## config.mk

```make
export PLATFORM = sky130hd
export DESIGN_NAME = rf_wb_arbiter
export DESIGN_NICKNAME = d
export VERILOG_FILES = /design/src/rtl/rf_wb_arbiter.sv
export SDC_FILE = /design/constraint.sdc
export NUM_CORES = 1
export LEC_CHECK = 0
export BUFFER_PORTS_ARGS = -buffer_cell sky130_fd_sc_hd__buf_2
export CORE_AREA = 2 2 94 96
export DETAILED_ROUTE_END_ITERATION = 8
export DIE_AREA = 0 0 96 98
export PLACE_DENSITY = 0.78
export SLEW_MARGIN = 0
export SYNTH_ARGS = -nofsm -noshare
export SYNTH_HDL_FRONTEND = slang
export SYNTH_SLANG_ARGS = --single-unit
```

## constraint.sdc

```tcl
create_clock -name clk -period 2.37 [get_ports clk]
set_clock_uncertainty 0.2 [all_clocks]
set_input_delay 0.237 -clock clk [delete_from_list [all_inputs] [get_ports clk]]
set_output_delay 0.237 -clock clk [all_outputs]
set_load 0.05 [all_outputs]
```

## src/rtl/rf_wb_arbiter.sv

```systemverilog
// Write-back arbiter for a two-port register-file write path.
// Port A carries ALU results and port B carries load/multi-cycle results.
// One request wins per cycle and is registered onto the we3/wa3/wd3 write
// port. A busy scoreboard tracks destinations reserved by issued
// multi-cycle ops, and read-hazard flags are derived from it.
module rf_wb_arbiter #(
    parameter bit RR_EN = 1'b1
) (
    input  logic        clk,
    input  logic        reset_n,
    input  logic        a_valid,
    input  logic [4:0]  a_addr,
    input  logic [31:0] a_data,
    output logic        a_ready,
    input  logic        b_valid,
    input  logic [4:0]  b_addr,
    input  logic [31:0] b_data,
    output logic        b_ready,
    input  logic        hold,
    input  logic        rsv_valid,
    input  logic [4:0]  rsv_addr,
    input  logic [4:0]  ra1,
    input  logic [4:0]  ra2,
    output logic        we3,
    output logic [4:0]  wa3,
    output logic [31:0] wd3,
    output logic [31:0] busy,
    output logic        hazard1,
    output logic        hazard2
);

    // last_grant: 1 = port B won the most recent acceptance
    logic        last_grant_q, last_grant_d;
    logic        we3_q, we3_d;
    logic [4:0]  wa3_q, wa3_d;
    logic [31:0] wd3_q, wd3_d;
    logic [31:0] busy_q, busy_d;
    logic        a_acc, b_acc;

    // Grant decode: purely from valids, hold and the pointer; reset blocks grants
    always_comb begin
        a_ready = 1'b0;
        b_ready = 1'b0;
        if (reset_n && !hold) begin
            if (a_valid && b_valid) begin
                if (RR_EN && !last_grant_q) begin
                    b_ready = 1'b1;
                end else begin
                    a_ready = 1'b1;
                end
            end else if (a_valid) begin
                a_ready = 1'b1;
            end else if (b_valid) begin
                b_ready = 1'b1;
            end
        end
    end

    // Next-state: pointer, write port and scoreboard
    always_comb begin
        a_acc        = a_valid && a_ready;
        b_acc        = b_valid && b_ready;
        last_grant_d = last_grant_q;
        we3_d        = 1'b0;
        wa3_d        = wa3_q;
        wd3_d        = wd3_q;
        busy_d       = busy_q;

        if (a_acc) begin
            last_grant_d = 1'b0;
        end else if (b_acc) begin
            last_grant_d = 1'b1;
        end

        // x0 is hardwired: the handshake completes but nothing is written
        if (a_acc && (a_addr != 5'd0)) begin
            we3_d = 1'b1;
            wa3_d = a_addr;
            wd3_d = a_data;
        end else if (b_acc && (b_addr != 5'd0)) begin
            we3_d = 1'b1;
            wa3_d = b_addr;
            wd3_d = b_data;
        end

        // Clear first so a same-cycle reservation of the same register wins
        if (b_acc) begin
            busy_d[b_addr] = 1'b0;
        end
        if (rsv_valid && (rsv_addr != 5'd0)) begin
            busy_d[rsv_addr] = 1'b1;
        end
        busy_d[0] = 1'b0;
    end

    // State registers; reset drops any pending write and favours A next
    always_ff @(posedge clk or negedge reset_n) begin
        if (!reset_n) begin
            last_grant_q <= 1'b1;
            we3_q        <= 1'b0;
            wa3_q        <= 5'd0;
            wd3_q        <= 32'd0;
            busy_q       <= 32'd0;
        end else begin
            last_grant_q <= last_grant_d;
            we3_q        <= we3_d;
            wa3_q        <= wa3_d;
            wd3_q        <= wd3_d;
            busy_q       <= busy_d;
        end
    end

    // Hazard: outstanding reservation, or the write landing this cycle
    always_comb begin
        hazard1 = (ra1 != 5'd0) && (busy_q[ra1] || (we3_q && (wa3_q == ra1)));
        hazard2 = (ra2 != 5'd0) && (busy_q[ra2] || (we3_q && (wa3_q == ra2)));
    end

    assign we3  = we3_q;
    assign wa3  = wa3_q;
    assign wd3  = wd3_q;
    assign busy = busy_q;

endmodule

```

* After elaboration in Yosys (flattened, before gate mapping) *
Cells that the tools add are included.

cells by class
  $lt $le $gt $ge = 6
  equal/unequal tests = 2
  muxes and demuxes = 27
  bitwise operators = 3
  reduce and logical (&&, ||, !) cells = 23

operators by type and width
  cell                count
  $mux 32             4
  $and 32x32->32      1
  $not 32->32         1
  $or 32x32->32       1
  $reduce_bool 5->1   5
  $lt 5x6->1 const B  4
  $mux 1              17
  $logic_and 1x1->1   13
  $bmux 1 s5          2
  $demux 1 s5         2
  $eq 5x5->1          2
  $ge 5x1->1 const B  2
  $mux 5              2
  $reduce_bool 2->1   2
  $logic_or 1x1->1    2
  $logic_not 1->1     1

storage, ports and cells
  register bits = 70
  output and inout port bits = 74

* Depth between registers and ports, before layout *
  word-level depth = 9
  gate-level depth with buffers = 8
  depth with buffers taken out = 5

* Worst setup path after synthesis *
Ideal clock, no wire load.

  kind = register -> output
  from = reg wa3_q[1] (netlist: wa3[1])
  to = out hazard2
  arrival = 2.097 ns
  required time = 1.933 ns
  slack = -0.164 ns
  cell stages (with the launch flop) = 6
  path buffers = 0
  cell sequence = dfrtp_1 > xor2_1 > nor4_1 > and3_1 > nor4_1 > a211oi_2

between the ends
  longest elaborated chain between the ends = 4

ends and longest elaborated chain
  element                 line  text
  from (decl)             35    logic [4:0] wa3_q, wa3_d;
  from (signal assigned)  107   wa3_q <= wa3_d;
  $eq 5x5->1              116   hazard2 = (ra2 != 5'd0) && (busy_q[ra2] || (we3_q && (wa3_q == ra2)));
  $logic_and 1x1->1       116
  $logic_or 1x1->1        116
  $logic_and 1x1->1       116
  to (decl)               29    output logic hazard2

Every way passes these cells.

* Worst setup path in the final report *
  from = reg busy_q[21] (netlist: busy[21])
  to = out hazard2

between the ends
  longest elaborated chain between the ends = 4

ends and longest elaborated chain
  element                       line  text
  from (decl)                   37    logic [31:0] busy_q, busy_d;
  from (signal assigned)        109   busy_q <= busy_d;
  $bmux 1 s5                    116
  $mux 1 (not written as such)  116
  $logic_or 1x1->1              116
  $logic_and 1x1->1             116

Every way passes these cells. The select of a mux whose other input is x is not followed.

==> metrics <==
drt pass-1 iters=5; routability congestion estimate=0.9497; worst r2r path cells=6; CTS Sinks=70; Seq/Total Area, Yosys=44.58%; Port Buffers=167; family with the most delay on the worst path=multiplexers; Post-Synthesis Cells=377; yosys warns=0; # diodes=0; CTS tree=done; worst hold slack=-0.01050 ns; Detail Route Antenna Nets=0; Tmin final=2.551 ns; CTS Buf Count=9; nature of the critical path endpoint=primary output; CP bufs+invs=1; Longest Clk Path Bufs=2; DIE WIDTH=96 um; Synth Area in XOR/XNOR=2.227%; Placement Setup Slack=-0.04430 ns; H-tree depth=3; Total GRT Usage=29.96%; worst setup margin=-0.1809 ns; simple-gate share of the synthesized area=11.77%; RSZ-0062 raised after global routing=yes; Worst path max stage delay=0.46 ns; Cell Area, Synth=3933 um^2; FF-to-FF Start=last_grant_q; post-route setup TNS=-0.3023 ns; Leak=2.839 nW; commonest non-fill, non-tap cell in the layout=buf_2; initial DRC count=341; Overall Power=5.232 mW; clk slew on worst S/H paths=0.08 ns; mean post-synth cell area=10.43 um^2; largest family of logic cells by synthesized area=multiplexers; Via Count=4164; Core Region=8466 um^2; Synth Register Bits=70; Initial Utilization=46.45%; CP max FO=2; Filler Cell Count=632; first-pass GRT wire length=21700 um; max-slew violations=0; GRT Residual Overflow=0; Cell variety after synth=47; Max VDD drop=620.0 uV; top_reg_cell synth=dfrtp_1; initial antenna violation count=0; Die Span Y=98 um; net count after synthesis=472; required time worst endpoint=1.93 ns; PwrDens=898.4 nW/um^2; Area Growth Syn to Fin=48.11%; EDFF count, synth=0; final setup vio count=2; Detailed Route WL=13720 um; largest net degree at the start of global routing=71; violated checks=negative hold slack, negative setup slack; FF+latch area=1754 um^2; share of layout cells above drive strength 1=37.72%; Nets=713; Rel. slew slack=39.90%; hold endpoint=wd3[4]; Fmax achieved=392.0 MHz; mean routed wirelength per cell=18.76 um; measured slew at the worst slew-check pin=0.9015 ns; status=complete, but fails checks; worst r2r dst=wd3[5]; flop-to-flop setup slack=0.25 ns; I/O pins=169; fraction of synthesis flops using an asynchronous set or reset pin=100.0%; Hold Vio Cnt, Final=2; adder-cell share of the synthesized area=0%; detailed placement HPWL=9106 um; Cell Rows=34; design area=5824 um^2; Setup CP Type=reg -> out; hold path start=b_data[4]; Skew-Pair Late Insertion Delay=0.35 ns; Residual DRC=0; cells along the critical path=mux4_2 > mux2_4 > a2111oi_4 > a211oi_4 > buf_6; die area=9408 um^2; CP arrival=2.11 ns; CP max stage cell=mux4_2; post-synthesis mux area share=19.22%; number of global-route vias before repair=4353; Area after DPL=4887 um^2; Final period util=107.6%; Root Driver=clkbuf_8; Max-Cap Viols=0; commonest non-fill, non-tap cells in the layout=165 x buf_2, 69 x o21ai_0, 68 x dfrtp_1; multi-input logic area=1988 um^2; post-DR vias/cell=5.696; Hold WC Path Type=in -> reg; Hold Path Cell Cnt=3; CP Launch Type=register; post-synthesis compound-gate area fraction=16.93%
## worst max-delay path by stage
stage                         from       to  slack [ns]  depth (start not counted)
after CTS                 busy[21]  hazard2       -0.18                          5
after floorplan           busy[22]  hazard2       0.003                          4
after detailed placement    ra2[0]  hazard2       -0.04                          8
after global routing        wa3[1]  hazard2       -0.22                          7
final                     busy[21]  hazard2       -0.18                          5
after global placement      ra2[0]  hazard2       -0.02                          8
## tightest hold or removal path: stages
cell and delay, ns:
buf_2 0.08, mux2i_1 0.06, o21ai_1 0.13
## power breakdown
group / internal [mW] / leakage, nW / switching [mW] / total (mW)
clock: 0.627 / 0.109 / 0.500 / 1.13
combinational: 0.756 / 1.90 / 1.63 / 2.38
sequential: 1.48 / 0.833 / 0.242 / 1.72
total: 2.86 / 2.84 / 2.37 / 5.23
## logic make-up after synthesis
family / Yosys count
flip-flops: 70
buffers and inverters: 31
other: 1
AND/OR/NAND/NOR: 94
XOR/XNOR: 10
AO/OA/AOI/OAI: 116
multiplexers: 55
## sequential cells by signal, summed over array words and instances, names as in the netlist
signal / count
wd3: 32
last_grant_q: 1
we3: 1
busy: 31
wa3: 5
## timing repair
action / CTS / global route
setup buffers: 3 / 1
hold buffers: 66 / 0
endpoints found under the hold margin: 107 / 0
gates resized for setup: 6 / 3
endpoints found under the setup margin: 2 / 2
gates cloned: 0 / 0
pin swaps: 2 / 2
## cell usage after synthesis (5+ instances only)
cell type  instances  area share (%)
dfrtp_1           69              44
o21ai_0           69             8.8
nand2_1           49             4.7
mux2i_1           38             9.7
o21ai_1           26             3.3
buf_2             10             1.3
clkbuf_1          10            0.95
nand3_1            9             1.1
mux4_2             8             4.6
xor2_1             8             1.8
mux4_1             6             4.0
a21oi_1            5            0.64
nand2b_1           5            0.80
nand3b_1           5            0.95
## stage by stage
stage,cells,utilization (%)
2_1_floorplan,377,-
6_report,731,68.80
3_5_place_dp,645,57.73
4_1_cts,730,68.70
5_1_grt,731,68.80
3_3_place_gp,645,57.73
## per-layer routing
layer	up-vias	global-route usage (%)	routed length, um
met4	0	14.73	600
met5	-	0	0
li1	1849	-	-
met1	2008	37.10	4978
met3	52	6.250	1112
met2	255	49.15	7026
## final cells by class
cell class                      count  share of cell area, %
Multi-Input combinational cell    276                  34.14
Sequential cell                    70                  30.12
Timing Repair Buffer              257                  29.22
Clock buffer                       10                  2.363
Tap cell                          108                  2.320
Clock inverter                      6                  1.590
Inverter                            4                 0.2578
Power figures use the tool's default switching activity.
